$ cat config.mk
export PLATFORM = sky130hd
export DESIGN_NAME = regfile_flat
export DESIGN_NICKNAME = d
export VERILOG_FILES = /design/src/rtl/regfile_if.sv /design/src/rtl/regfile.sv /design/src/flat_wrapper.sv
export SDC_FILE = /design/constraint.sdc
export NUM_CORES = 2
export LEC_CHECK = 0
export CORE_MARGIN = 1.5
export CORE_UTILIZATION = 63
export CTS_CLUSTER_SIZE = 24
export DETAILED_ROUTE_END_ITERATION = 16
export PLACE_DENSITY = 0.79
export REMOVE_ABC_BUFFERS = 1
export SKIP_CTS_REPAIR_TIMING = 1
export SYNTH_ARGS = -nofsm -noshare
export SYNTH_HDL_FRONTEND = slang
export SYNTH_SLANG_ARGS = --single-unit
$ cat constraint.sdc
create_clock -name clk_i -period 2.5 [get_ports clk_i]
set_input_delay 0.25 -clock clk_i [delete_from_list [all_inputs] [get_ports clk_i]]
set_output_delay 0.25 -clock clk_i [all_outputs]
set_load 0.05 [all_outputs]
$ cat src/rtl/regfile_if.sv
// rtl/regfile_if.sv - decode/write-back bus of the integer register file
// Purpose: bundles the write-back write port, the two decode read ports,
//          the debug read port and the committed-write counter of regfile.
// Signals:
//   we_i, waddr_i, wdata_i          write request from write-back
//   reg1_re_i, reg1_raddr_i         port-1 read request from decode
//   reg1_rdata_o                    port-1 read data
//   reg2_re_i, reg2_raddr_i         port-2 read request from decode
//   reg2_rdata_o                    port-2 read data
//   dbg_raddr_i, dbg_rdata_o        debug read (stored value, no bypass)
//   wr_cnt_o                        effective writes since reset
// Modports: master = pipeline side, slave = register file side.
interface regfile_if #(
   parameter int DATA_W = 64,
   parameter int ADDR_W = 5,
   parameter int CNT_W  = 64
);
   logic              we_i;
   logic [ADDR_W-1:0] waddr_i;
   logic [DATA_W-1:0] wdata_i;

   logic              reg1_re_i;
   logic [ADDR_W-1:0] reg1_raddr_i;
   logic [DATA_W-1:0] reg1_rdata_o;

   logic              reg2_re_i;
   logic [ADDR_W-1:0] reg2_raddr_i;
   logic [DATA_W-1:0] reg2_rdata_o;

   logic [ADDR_W-1:0] dbg_raddr_i;
   logic [DATA_W-1:0] dbg_rdata_o;

   logic [CNT_W-1:0]  wr_cnt_o;

   modport master (
      output we_i, waddr_i, wdata_i,
      output reg1_re_i, reg1_raddr_i,
      output reg2_re_i, reg2_raddr_i,
      output dbg_raddr_i,
      input  reg1_rdata_o, reg2_rdata_o, dbg_rdata_o, wr_cnt_o
   );

   modport slave (
      input  we_i, waddr_i, wdata_i,
      input  reg1_re_i, reg1_raddr_i,
      input  reg2_re_i, reg2_raddr_i,
      input  dbg_raddr_i,
      output reg1_rdata_o, reg2_rdata_o, dbg_rdata_o, wr_cnt_o
   );
endinterface

$ cat src/rtl/regfile.sv
// rtl/regfile.sv - 32-entry integer register file with write-back bypass
// Purpose: architectural integer registers of the in-order pipeline. Two
//          combinational decode read ports with write-first bypass from the
//          write-back port, hard-wired x0, a non-bypassed debug read port and
//          a wrapping count of effective (committed) writes.
// Ports:
//   clk_i   clock, all state updates on the rising edge
//   rst_i   asynchronous active-low reset; clears registers and counter and
//           forces every read output to 0 while low
//   rf      regfile_if.slave bus (write, two reads, debug read, counter)
// The DATA_W/ADDR_W/CNT_W values must match those of the connected interface.
module regfile #(
   parameter int DATA_W = 64,
   parameter int ADDR_W = 5,
   parameter int CNT_W  = 64
) (
   input  logic       clk_i,
   input  logic       rst_i,
   regfile_if.slave   rf
);

   localparam int NREGS = 1 << ADDR_W;

   // Entry 0 is never written, so it stays at its reset value of 0 and the
   // synthesiser can drop it; reads of x0 are also gated explicitly below.
   logic [DATA_W-1:0] regs [NREGS];
   logic [CNT_W-1:0]  wr_cnt_q;

   logic              wr_eff;
   logic [DATA_W-1:0] reg1_stored;
   logic [DATA_W-1:0] reg2_stored;
   logic [DATA_W-1:0] dbg_stored;
   logic              reg1_byp;
   logic              reg2_byp;

   // x0 writes are dropped entirely, including the counter increment.
   assign wr_eff = rf.we_i && (rf.waddr_i != '0);

   // ------------------------------------------------------------------
   // Write port and committed-write counter
   // ------------------------------------------------------------------
   always_ff @(posedge clk_i or negedge rst_i) begin
      if (!rst_i) begin
         for (int i = 0; i < NREGS; i++) begin
            regs[i] <= '0;
         end
         wr_cnt_q <= '0;
      end else if (wr_eff) begin
         regs[rf.waddr_i] <= rf.wdata_i;
         wr_cnt_q         <= wr_cnt_q + CNT_W'(1);
      end
   end

   assign rf.wr_cnt_o = wr_cnt_q;

   // ------------------------------------------------------------------
   // Read ports
   // ------------------------------------------------------------------
   assign reg1_stored = regs[rf.reg1_raddr_i];
   assign reg2_stored = regs[rf.reg2_raddr_i];
   assign dbg_stored  = regs[rf.dbg_raddr_i];

   // Bypass only needs an address match; a zero read address is already
   // forced to 0 ahead of the bypass, so a write to x0 can never leak out.
   assign reg1_byp = rf.we_i && (rf.waddr_i == rf.reg1_raddr_i);
   assign reg2_byp = rf.we_i && (rf.waddr_i == rf.reg2_raddr_i);

   always_comb begin
      rf.reg1_rdata_o = '0;
      if (rst_i && rf.reg1_re_i && (rf.reg1_raddr_i != '0)) begin
         rf.reg1_rdata_o = reg1_byp ? rf.wdata_i : reg1_stored;
      end
   end

   always_comb begin
      rf.reg2_rdata_o = '0;
      if (rst_i && rf.reg2_re_i && (rf.reg2_raddr_i != '0)) begin
         rf.reg2_rdata_o = reg2_byp ? rf.wdata_i : reg2_stored;
      end
   end

   // Debug sees committed state only: no enable, no bypass.
   always_comb begin
      rf.dbg_rdata_o = '0;
      if (rst_i && (rf.dbg_raddr_i != '0)) begin
         rf.dbg_rdata_o = dbg_stored;
      end
   end

endmodule

$ cat src/flat_wrapper.sv
// flat-port wrapper written by rule: the top's interface ports become plain ports
module regfile_flat 
#(
   parameter int DATA_W = 64,
   parameter int ADDR_W = 5,
   parameter int CNT_W  = 64
)
  (clk_i, rst_i, rf_we_i, rf_waddr_i, rf_wdata_i, rf_reg1_re_i, rf_reg1_raddr_i, rf_reg2_re_i, rf_reg2_raddr_i, rf_dbg_raddr_i, rf_reg1_rdata_o, rf_reg2_rdata_o, rf_dbg_rdata_o, rf_wr_cnt_o);
  regfile_if #(.DATA_W(DATA_W), .ADDR_W(ADDR_W), .CNT_W(CNT_W)) rf_i ();
  input  logic clk_i;
  input  logic rst_i;
  input wire logic [$bits(rf_i.we_i)-1:0] rf_we_i;
  input wire logic [$bits(rf_i.waddr_i)-1:0] rf_waddr_i;
  input wire logic [$bits(rf_i.wdata_i)-1:0] rf_wdata_i;
  input wire logic [$bits(rf_i.reg1_re_i)-1:0] rf_reg1_re_i;
  input wire logic [$bits(rf_i.reg1_raddr_i)-1:0] rf_reg1_raddr_i;
  input wire logic [$bits(rf_i.reg2_re_i)-1:0] rf_reg2_re_i;
  input wire logic [$bits(rf_i.reg2_raddr_i)-1:0] rf_reg2_raddr_i;
  input wire logic [$bits(rf_i.dbg_raddr_i)-1:0] rf_dbg_raddr_i;
  output wire logic [$bits(rf_i.reg1_rdata_o)-1:0] rf_reg1_rdata_o;
  output wire logic [$bits(rf_i.reg2_rdata_o)-1:0] rf_reg2_rdata_o;
  output wire logic [$bits(rf_i.dbg_rdata_o)-1:0] rf_dbg_rdata_o;
  output wire logic [$bits(rf_i.wr_cnt_o)-1:0] rf_wr_cnt_o;
  assign rf_i.we_i = rf_we_i;
  assign rf_i.waddr_i = rf_waddr_i;
  assign rf_i.wdata_i = rf_wdata_i;
  assign rf_i.reg1_re_i = rf_reg1_re_i;
  assign rf_i.reg1_raddr_i = rf_reg1_raddr_i;
  assign rf_i.reg2_re_i = rf_reg2_re_i;
  assign rf_i.reg2_raddr_i = rf_reg2_raddr_i;
  assign rf_i.dbg_raddr_i = rf_dbg_raddr_i;
  assign rf_reg1_rdata_o = rf_i.reg1_rdata_o;
  assign rf_reg2_rdata_o = rf_i.reg2_rdata_o;
  assign rf_dbg_rdata_o = rf_i.dbg_rdata_o;
  assign rf_wr_cnt_o = rf_i.wr_cnt_o;
  regfile #(.DATA_W(DATA_W), .ADDR_W(ADDR_W), .CNT_W(CNT_W)) u_core (.clk_i(clk_i), .rst_i(rst_i), .rf(rf_i));
endmodule
# [After elaboration in Yosys (flattened, before gate mapping)]
# Index checks and enable logic that the tools add are counted.
[totals] in_bits=89 reg_bits=2112
[classes] n_eq_ne=2 n_lt_le_gt_ge=5 add_sub_neg=1 bitwise=4 muxes=17 n_reduce_logical=13
[ops] op="$bwmux W2048" n=1
[ops] op="$bmux W64 S5" n=3
[ops] op="$mux W64" n=12
[ops] op="$demux W64 S5" n=1
[ops] op="$add A64 B1 Y64 const B" n=1
[ops] op="$ge A6 B6 Y1 const B" n=4
[ops] op="$not A5 Y6" n=4
[ops] op="$reduce_bool A5 Y1" n=4
[ops] op="$eq A5 B5 Y1" n=2
[ops] op="$logic_and A1 B1 Y1" n=9
[ops] op="$lt A6 B1 Y1 const B" n=1

# [Longest topological paths before layout]
[depth] word_depth=6 depth_mapped=10 depth_no_buf=6

# [Worst setup path after synthesis]
# OpenSTA, ideal clock, no wires.
[synth_timing] kind="input to output" from="in rf_dbg_raddr_i[2]" to="out rf_dbg_rdata_o[61]" arrival_time_ns=2.762 path_stages=7 slack_ns=-0.512 cell_sequence="buf_2 -> or3b_2 -> clkbuf_1 -> buf_1 -> o22ai_1 -> a211oi_1 -> a221oi_1"
[synth_between] elab_chain_len=5 elab_cells_between_ends=7 cone_classes="mux: 4; bitwise: 1; reduce/logical: 2"
[synth_lines] item="start: declaration" line="flat_wrapper.sv:19" source="input wire logic [$bits(rf_i.dbg_raddr_i)-1:0] rf_dbg_raddr_i;"
[synth_lines] item="$not A5 Y6 (not written as such)" line="regfile.sv:61" source="assign dbg_stored = regs[rf.dbg_raddr_i];"
[synth_lines] item="$bmux W64 S5" line="regfile.sv:61"
[synth_lines] item="$mux W64 (not written as such) (2 in a row)" line="regfile.sv:61"
[synth_lines] item="$mux W64 *" line="regfile.sv:85" source="if (rst_i && (rf.dbg_raddr_i != '0)) begin"
[synth_lines] item="end: declaration" line="flat_wrapper.sv:22" source="output wire logic [$bits(rf_i.dbg_rdata_o)-1:0] rf_dbg_rdata_o;"
# Every way passes the cells marked *; elsewhere a longest branch is shown, timed or not. The select of a mux whose other input is x is not followed.

# [Final worst setup path]
[layout_timing] from="reg u_core.regs[520] (netlist bit)" to="out rf_reg1_rdata_o[8]"
[layout_between] elab_chain_len=5
[layout_lines] item="start: declaration" line="regfile.sv:26" source="logic [DATA_W-1:0] regs [NREGS];"
[layout_lines] item="start signal: indexed assignment" line="regfile.sv:49" source="regs[rf.waddr_i] <= rf.wdata_i;"
[layout_lines] item="$bmux W64 S5" line="regfile.sv:59" source="assign reg1_stored = regs[rf.reg1_raddr_i];"
[layout_lines] item="$mux W64 (not written as such) (2 in a row)" line="regfile.sv:59"
[layout_lines] item="$mux W64" line="regfile.sv:71" source="rf.reg1_rdata_o = reg1_byp ? rf.wdata_i : reg1_stored;"
[layout_lines] item="$mux W64" line="regfile.sv:70" source="if (rst_i && rf.reg1_re_i && (rf.reg1_raddr_i != '0)) begin"
[layout_lines] item="end: declaration" line="flat_wrapper.sv:20" source="output wire logic [$bits(rf_i.reg1_rdata_o)-1:0] rf_reg1_rdata_o;"
# Every way passes these cells. The select of a mux whose other input is x is not followed.

==> key figures <==
Timing
  • Post-route clock period utilization: 1.337
  • RSZ-0062 raised after global routing: yes
  • Max-slew violation count: 0
  • Post-route minimum period: about 3300 ps
  • PnR worst setup slack: -842.9 ps
  • Worst-margin pin slew: 1285 ps
  • Final hold violations: 0
  • Fmax: 0.2991 GHz
  • Fin Clk Skew: about 16 ps
  • Rel. slew slack: 0.1411
  • Finish-stage setup viols: 192

Worst setup path
  • Critical path class: reg2out
  • Worst Setup SP: u_core.regs[520]
  • CP endpoint kind: primary output
  • WP data required: 2250 ps
  • Startpoint types: flip-flop
  • CP arrival: approximately 3000 ps
  • Peak fanout along the critical path: 3
  • Crit Reg-Reg Startpoint: u_core.rf.wr_cnt_o[0]

Synthesis
  • Most instantiated cells after synthesis: mux2_2 (2,162), dfrtp_1 (2,112), mux4_2 (1,423)
  • Post-synthesis sequential area ratio: 0.4137
  • Syn. warnings: 0
  • Yosys reg bits: 2,112
  • Syn avg cell area: 14.61 um2
  • Post-Syn Instances: 8,741
  • Synth Cell Area: 0.1277 mm2
  • Count of cell types in the netlist: 59
  • Post-synth top flop: dfrtp_1
  • Share of the synthesized area in the top cell type: 0.4137
  • Count leader, synth: mux2_2
  • Ys async rst share: 1.000
  • Biggest area consumer among synthesized cells: dfrtp_1
  • Synth top area cells: dfrtp_1 (41%), mux4_2 (25%), mux2_2 (19%)
  • Post-synth EDFFs: 0

Power
  • Overall Power: 0.1153 W
  • Pwr dens: 729.3 mW/mm2
  • Worst VDD drop: 882.3 uV
  • P_leak: ~67 nW

GRT
  • Total grt overflow: 0
  • First-pass GRT wire length: 679,600 um
  • Initial antenna violation count: 11
  • Largest net degree at the start of global routing: 169
  • GRT Util Overall: 0.4528
  • Number of global-route vias before repair: just over 100k

Final layout
  • Share of cells above drive strength 1: 0.6279
  • Layout Nets: ~9,600
  • Area Growth Syn to Fin: 23.76%
  • Fillers: roughly 11,000
  • Final core utilization: 0.7830

Floorplanning
  • Starting Density: 0.6327
  • Die Wd: 453.3 um
  • Site Rows: ~170
  • CORE AREA: 0.2019 mm2
  • Die Area: 0.2055 mm2
  • Chip height: 453.3 um
  • Num ports: around 350

Clock network
  • CTS buffer count: 224
  • H-tree levels: 4
  • Clk Tree Root Cell: clkbuf_16
  • Clock Sinks: 2,112
  • Worst-path clk slew: 60 ps
  • Clock latency on the worst-skew pair: 890 ps
  • TritonCTS clock tree: done
  • Clk buf depth: 3

Routing
  • DRT Pass-1 Iters: 14
  • Via/cell ratio: 8.104
  • Routed WL per cell: 38.98 um
  • Total Wirelength: 482,700 um
  • Routed via count: 100,400
  • Iter 0 DRT Violations: 16,030
  • Antenna viol nets, final: 0
  • DRC Markers: 2

Status
  • Status: complete, but fails checks
  • Failing checks: DRC, setup timing

Placed design
  • Worst slack, placed: -903.1 ps
  • Port Buffers: around 340
  • DP Wirelength: 307,800 um
  • Placer Congestion: 0.9734

Flow run
  • Max Cap Violations: 0

Hold path
  • Min-delay worst type: in2async
## power by group
group / internal, W / switching, W / total [W]
Clock: 0.0204 / 0.0151 / 0.0356
Combinational: 0.0184 / 0.0137 / 0.0321
Sequential: 0.0405 / 0.00711 / 0.0477
Total: 0.0793 / 0.0360 / 0.115
## stage by stage
step           cell area (um2)  hold slack (ps)  setup TNS, ps  instances
3_3_place_gp            144800            200.8        -538930      11820
3_5_place_dp            144800            200.6        -514820      11820
2_1_floorplan           122800           -45.59        -923210       7697
5_1_grt                 158100            10.07         -81620      12380
6_report                158100            6.344         -76370      12380
4_1_cts                 152500           -698.3         -94760      12230
## critical path, stage by stage (launching register included)
cell	delay, ps
dfrtp_1	400
mux4_2	500
mux4_2	620
o22ai_4	320
nor2_4	150
buf_12	190
## worst paths after layout
path / endpoint / slack (ps) / depth (start not counted)
setup / recovery: rf_reg1_rdata_o[8] / -840 / 5
hold / removal: u_core.regs[1909] / 6 / 3
setup reg to reg: u_core.rf.wr_cnt_o[62] / 340 / 7
hold reg to reg: u_core.regs[1984] / 410 / 0
max in group asynchronous: u_core.regs[1615] / 590 / 6
min in group clk_i: u_core.rf.wr_cnt_o[5] / 20 / 4
## layout make-up
cell class | count | area [um2] | area share
sequential | 2112 | 52880 | 0.3345
timing repair buffer | 1595 | 19590 | 0.1239
multi-input combinational | 5561 | 74440 | 0.4709
clock inverter | 99 | 1314 | 0.008310
tap | 2672 | 3343 | 0.02115
antenna | 10 | 25.02 | 0.0001583
clock buffer | 311 | 6416 | 0.04059
inverter | 24 | 92.59 | 0.0005857
## layout by cell type, fill, tap and decap left out, drive strengths merged, types with 6 or more instances in the layout
master	instances
and4	8
clkbuf	322
or3	10
buf	1444
o22ai	344
nand2	181
dlymetal6s2s	14
and3	7
a211o	39
nand2b	11
a22o	43
nor2	176
inv	34
clkinv	60
mux2	2176
o221ai	97
xor2	39
clkdlybuf4s50	123
xnor2	34
a211oi	51
or2	10
mux4	1423
nor4	11
bufinv	24
a221oi	69
nand3	110
nand4	17
dfrtp	2112
a22oi	120
a21oi	45
diode	10
nor3	99
and2	6
mux2i	316
o21ai	71
nand3b	6
nor2b	7
## layer usage
layer | track usage | vias to the layer above | wire, um
li1 | - | 36430 | -
met1 | 0.5803 | 51130 | 156300
met2 | 0.6475 | 9816 | 208200
met3 | 0.1613 | 2967 | 72320
met4 | 0.3127 | 18 | 45630
met5 | 0 | - | 281
## kinds of logic after synthesis
| kind of cell | Yosys count | share of synthesized area |
|---|---|---|
| flops | 2112 | 0.4137 |
| fa+ha+maj | 1 | 0.00009793 |
| simple gates | 670 | 0.02451 |
| xor+xnor | 73 | 0.005005 |
| compound gates | 902 | 0.05011 |
| buf+inv | 1068 | 0.03906 |
| mux | 3915 | 0.4675 |
## registers in the layout, indices dropped and copies added (netlist names)
| signal | flops |
|---|---|
| u_core.regs | 2048 |
| u_core.rf.wr_cnt_o | 64 |
No activity file was read; power rests on OpenSTA's default activity.
